## config.mk

```make
export PLATFORM = sky130hd
export DESIGN_NAME = mr_bus_arb
export DESIGN_NICKNAME = d
export VERILOG_FILES = /design/src/rtl/mr_bus_arb.sv
export SDC_FILE = /design/constraint.sdc
export NUM_CORES = 1
export LEC_CHECK = 0
export CAP_MARGIN = 20
export CORE_AREA = 2 2 123 125
export DETAILED_ROUTE_END_ITERATION = 8
export DIE_AREA = 0 0 125 127
export PLACE_DENSITY_LB_ADDON = 0.05
export SLEW_MARGIN = 20
export SYNTH_ARGS = -nofsm -noshare
export SYNTH_HDL_FRONTEND = slang
export SYNTH_SLANG_ARGS = --single-unit
```

## constraint.sdc

```tcl
create_clock -name clk -period 2.3 [get_ports clk]
set_input_delay 0.46 -clock clk [delete_from_list [all_inputs] [get_ports clk]]
set_output_delay 0.46 -clock clk [all_outputs]
set_load 0.01 [all_outputs]
```

## src/rtl/mr_bus_arb.sv

```systemverilog
// Two-master Wishbone-style pipelined bus arbiter with an outstanding-request tracker.
// Define MR_BUS_ARB_RR_EN to switch simultaneous-request grants from fixed priority (master 1) to round-robin.
module mr_bus_arb #(
    parameter int AW      = 30,
    parameter int DW      = 32,
    parameter int OUTST_W = 3
) (
    input  logic              clk,
    input  logic              rst,

    input  logic              m0_cyc_i,
    input  logic              m0_stb_i,
    input  logic              m0_we_i,
    input  logic [AW-1:0]     m0_adr_i,
    input  logic [DW-1:0]     m0_dat_i,
    input  logic [DW/8-1:0]   m0_sel_i,
    output logic [DW-1:0]     m0_dat_o,
    output logic              m0_ack_o,
    output logic              m0_err_o,
    output logic              m0_stall_o,

    input  logic              m1_cyc_i,
    input  logic              m1_stb_i,
    input  logic              m1_we_i,
    input  logic [AW-1:0]     m1_adr_i,
    input  logic [DW-1:0]     m1_dat_i,
    input  logic [DW/8-1:0]   m1_sel_i,
    output logic [DW-1:0]     m1_dat_o,
    output logic              m1_ack_o,
    output logic              m1_err_o,
    output logic              m1_stall_o,

    output logic              s_cyc_o,
    output logic              s_stb_o,
    output logic              s_we_o,
    output logic [AW-1:0]     s_adr_o,
    output logic [DW-1:0]     s_dat_o,
    output logic [DW/8-1:0]   s_sel_o,
    input  logic [DW-1:0]     s_dat_i,
    input  logic              s_ack_i,
    input  logic              s_err_i,
    input  logic              s_stall_i,

    output logic [1:0]        gnt_o,
    output logic              busy_o
);

    typedef enum logic [1:0] {
        IDLE = 2'd0,
        OWN0 = 2'd1,
        OWN1 = 2'd2
    } state_t;

    state_t               state_q, state_d;
    logic [OUTST_W-1:0]   cnt_q, cnt_d;
    logic                 inc, dec;

`ifdef MR_BUS_ARB_RR_EN
    // 1 = master 1 held the bus most recently
    logic                 last_q, last_d;
`endif

    always_ff @(posedge clk) begin
        if (rst) begin
            state_q <= IDLE;
            cnt_q   <= '0;
`ifdef MR_BUS_ARB_RR_EN
            last_q  <= 1'b0;
`endif
        end else begin
            state_q <= state_d;
            cnt_q   <= cnt_d;
`ifdef MR_BUS_ARB_RR_EN
            last_q  <= last_d;
`endif
        end
    end

    always_comb begin
        state_d = state_q;
`ifdef MR_BUS_ARB_RR_EN
        last_d  = last_q;
`endif
        unique case (state_q)
            IDLE: begin
                if (m0_cyc_i && m1_cyc_i) begin
`ifdef MR_BUS_ARB_RR_EN
                    state_d = last_q ? OWN0 : OWN1;
`else
                    state_d = OWN1;
`endif
                end else if (m1_cyc_i) begin
                    state_d = OWN1;
                end else if (m0_cyc_i) begin
                    state_d = OWN0;
                end
            end
            OWN0: if (!m0_cyc_i || s_err_i) state_d = IDLE;
            OWN1: if (!m1_cyc_i || s_err_i) state_d = IDLE;
            default: state_d = IDLE;
        endcase
`ifdef MR_BUS_ARB_RR_EN
        if (state_q == IDLE && state_d == OWN1) last_d = 1'b1;
        if (state_q == IDLE && state_d == OWN0) last_d = 1'b0;
`endif
    end

    always_comb begin
        s_cyc_o    = 1'b0;
        s_stb_o    = 1'b0;
        s_we_o     = 1'b0;
        s_adr_o    = '0;
        s_dat_o    = '0;
        s_sel_o    = '0;
        gnt_o      = 2'b00;
        m0_ack_o   = 1'b0;
        m0_err_o   = 1'b0;
        m0_stall_o = 1'b1;
        m1_ack_o   = 1'b0;
        m1_err_o   = 1'b0;
        m1_stall_o = 1'b1;
        unique case (state_q)
            OWN0: begin
                gnt_o      = 2'b01;
                s_cyc_o    = m0_cyc_i;
                s_stb_o    = m0_cyc_i & m0_stb_i;
                s_we_o     = m0_we_i;
                s_adr_o    = m0_adr_i;
                s_dat_o    = m0_dat_i;
                s_sel_o    = m0_sel_i;
                m0_ack_o   = s_ack_i;
                m0_err_o   = s_err_i;
                m0_stall_o = s_stall_i;
            end
            OWN1: begin
                gnt_o      = 2'b10;
                s_cyc_o    = m1_cyc_i;
                s_stb_o    = m1_cyc_i & m1_stb_i;
                s_we_o     = m1_we_i;
                s_adr_o    = m1_adr_i;
                s_dat_o    = m1_dat_i;
                s_sel_o    = m1_sel_i;
                m1_ack_o   = s_ack_i;
                m1_err_o   = s_err_i;
                m1_stall_o = s_stall_i;
            end
            default: ;
        endcase
    end

    assign m0_dat_o = s_dat_i;
    assign m1_dat_o = s_dat_i;

    // A response arriving with nothing outstanding is ignored rather than wrapping the count.
    assign inc = s_stb_o & ~s_stall_i;
    assign dec = (s_ack_i | s_err_i) & (cnt_q != '0);

    always_comb begin
        cnt_d = cnt_q;
        if (state_d == IDLE) begin
            cnt_d = '0;
        end else if (inc && !dec) begin
            if (cnt_q != '1) cnt_d = cnt_q + OUTST_W'(1);
        end else if (dec && !inc) begin
            cnt_d = cnt_q - OUTST_W'(1);
        end
    end

    assign busy_o = (cnt_q != '0);

endmodule

```

==> run metrics, run 1 <==
status finished clean; Core Region 14400 µm²; TritonCTS clock tree yes; Worst-Margin Slew 0.326 ns; Root Driver clkbuf_16; synthesized area 1990 µm²; first-pass GRT wire length 15200 µm; unique cell type count in the Yosys netlist 31; n_diodes 0; Max-Cap Viols 0; row cnt 44; vias per cell 4.13; Final Instance Area 4280 µm²; vias in the first global route 2635; initial core utilization 13.8%; layout net count 622; CP startpoint kind register; simple-gate portion of the synthesized area 27.9%; period utilisation layout 96.1%; Area Overhead vs Synth 116%; die area 15900 µm²; CP Class register to output port; H-tree depth 1; initial antenna violation count 0; Clock Sinks 5; routed vias 2575; proportion of layout cells with a drive suffix above 1 10.3%; Synth Area in Compound Gates 31.2%; RSZ-0062 raised after global routing no; GR Overflow Total 0; maximum VDD drop 236 µV; Hold Violations, Final 0; Reg clk slew, reported paths 0.03 ns; gr usage total 11.7%; number of antenna-violating nets in the routed design 0; Yosys top cell area share 25.7%; Num CTS Buffers 3; FILL cells 1600; Tmin final 2.21 ns; Synth Register Bits 5; multiplexer share of the synthesized area 1.01%; main combinational cell family by area after synthesis compound AO/OA/AOI/OAI gates; Cells after Synth 275; dpl cell area 4120 µm²; Mapped Nets 457; Power, Total 1.18 mW; Worst Setup End Kind output port; Ports 317; 1st-iter DRT viols 65; DRT Wirelength 10200 µm; Ys Warns 0; Post-Synth XOR/XNOR Area 0.441%; Rel. slew slack 78.1%; mean post-synth cell area 7.22 µm²; gpl congestion 0.722; worst hold margin 0.587 ns; Max Freq 452 MHz; register area share after synthesis 5.04%; Final Util 29.7%; min-delay worst type register to register; die width 125 µm; Final Slew Violations 0; setup clock skew after layout 0.000405 ns; PD cells 276 nW/µm²; Routed WL per cell 16.3 µm; Hold Buf Count CTS 0; Yosys top cell by area a22oi_1; Critical Path Fanout Max 14; dpl hpwl 7810 µm; clk buf depth 2; final setup violation count 0; IO buf count 220; First-pass DRT Iterations 5; DR DRC count 0; leakage power total 1.81 nW; Worst EP required 1.84 ns; Post-Synth Adder-Cell Area 4.79%; largest net degree at the start of global routing 39; CP Data Arrival Time 1.75 ns; Synth area leaders a22oi_1 26%, buf_4 25%, nor2b_1 22%; die height 127 µm; Clk Latency, worst-skew pair 0.23 ns
-- metrics by stage --
stage | worst slack, ns | cells | setup TNS, ns
4_1_cts | 0.00554 | 621 | 0
6_report | 0.0895 | 623 | 0
5_1_grt | 0.000900 | 623 | 0
3_3_place_gp | -0.0825 | 615 | -0.0825
3_5_place_dp | -0.120 | 615 | -0.130
2_1_floorplan | 0.00717 | 275 | 0
-- area by class of cell --
type                            instances  area, µm²  share of cell area, %
Tap cell                              184        230                   5.38
Inverter                                5       18.8                  0.439
Multi-Input combinational cell        178       1350                   31.6
Clock buffer                            4       78.8                   1.84
Sequential cell                         5        101                   2.37
Timing Repair Buffer                  247       2500                   58.4
-- routing by layer --
layer / routed length [µm] / part of all wire, % / GRT usage (%) / up-vias
li1: - / - / - / 1233
met4: 170 / 1.7 / 2.68 / 0
met2: 4960 / 49 / 20.8 / 179
met1: 4030 / 40 / 13.9 / 1141
met5: 0 / 0 / 0 / -
met3: 1010 / 9.9 / 3.52 / 22
-- cells by family after synthesis --
logic type | count (synthesis)
flip-flops | 5
XOR/XNOR | 1
adder cells (fa/ha/maj) | 7
buffers and inverters | 92
AO/OA/AOI/OAI | 79
AND/OR/NAND/NOR | 89
multiplexers | 2
-- power by group --
part           internal, mW  switching (mW)  leakage (nW)
sequential           0.0932         0.00806        0.0410
combinational         0.505           0.287          1.73
clock                 0.230          0.0564        0.0382
total                 0.828           0.352          1.81
-- sequential cells by signal, indices dropped and copies added (netlist names) --
register	flops
state_q	2
cnt_q	3
-- Yosys cell counts, drive strengths merged --
cell	instances
nor3	1
nor4	1
ha	6
clkbuf	22
nand4	2
nand3	2
buf	65
a32oi	1
nor2	5
o22a	1
and2	4
o21ai	1
a221oi	1
or3	1
inv	5
mux2i	2
a21oi	2
xor2	1
nor2b	69
a22o	1
fa	1
a22oi	68
nand2	2
a31o	1
a211o	1
o32ai	1
nand2b	2
a211oi	1
dfxtp	5
-- worst max-delay path, cell delays in order (launching register included) --
cell and delay [ns]:
dfxtp_2 0.35, inv_1 0.08, ha_4 0.35, bufbuf_16 0.30
nor2b_1 0.14, dlygate4sd2_1 0.30
-- worst paths after layout --
kind	start	end	slack (ns)	depth (start not counted)
worst min-delay path	cnt_q[2]	cnt_q[2]	0.59	1
worst max register to register	state_q[1]	cnt_q[2]	0.17	10
worst min register to register	cnt_q[2]	cnt_q[2]	0.59	1
worst max-delay path	state_q[1]	s_adr_o[21]	0.09	5
-- placed cells by master (no fill, tap or decap), drive strengths merged --
cell	Yosys	routed
a211o	1	1
a21oi	2	2
a221oi	1	1
dfxtp	5	5
nand4	2	2
a22oi	68	68
dlygate4sd2	0	67
nor2	5	5
nor4	1	1
buf	65	24
bufbuf	0	2
mux2i	2	2
a22o	1	1
o32ai	1	1
nor3	1	1
ha	6	6
nand3	2	2
inv	5	5
clkdlybuf4s50	0	148
xor2	1	1
fa	1	1
nor2b	69	69
o22a	1	1
nand2b	2	2
a31o	1	1
dlymetal6s2s	0	4
and2	4	4
a32oi	1	1
clkbuf	22	5
a211oi	1	1
nand2	2	2
o21ai	1	1
clkdlybuf4s15	0	1
or3	1	1
-- repair_timing --
action | 4_1_cts | 5_1_grt
resized for setup | 77 | 8
gates cloned | 2 | 1
pin swaps | 0 | 2
buffers inserted | 0 | 1
endpoints found under the setup margin | 74 | 6
(Power assumes the default switching activity.)
==> run 2, diff against run 1 <==
Settings changed: HOLD_SLACK_MARGIN set to 0.03.
==> results of run 2 <==
No change in the layout: final DEF, timing and power equal those of run 1.
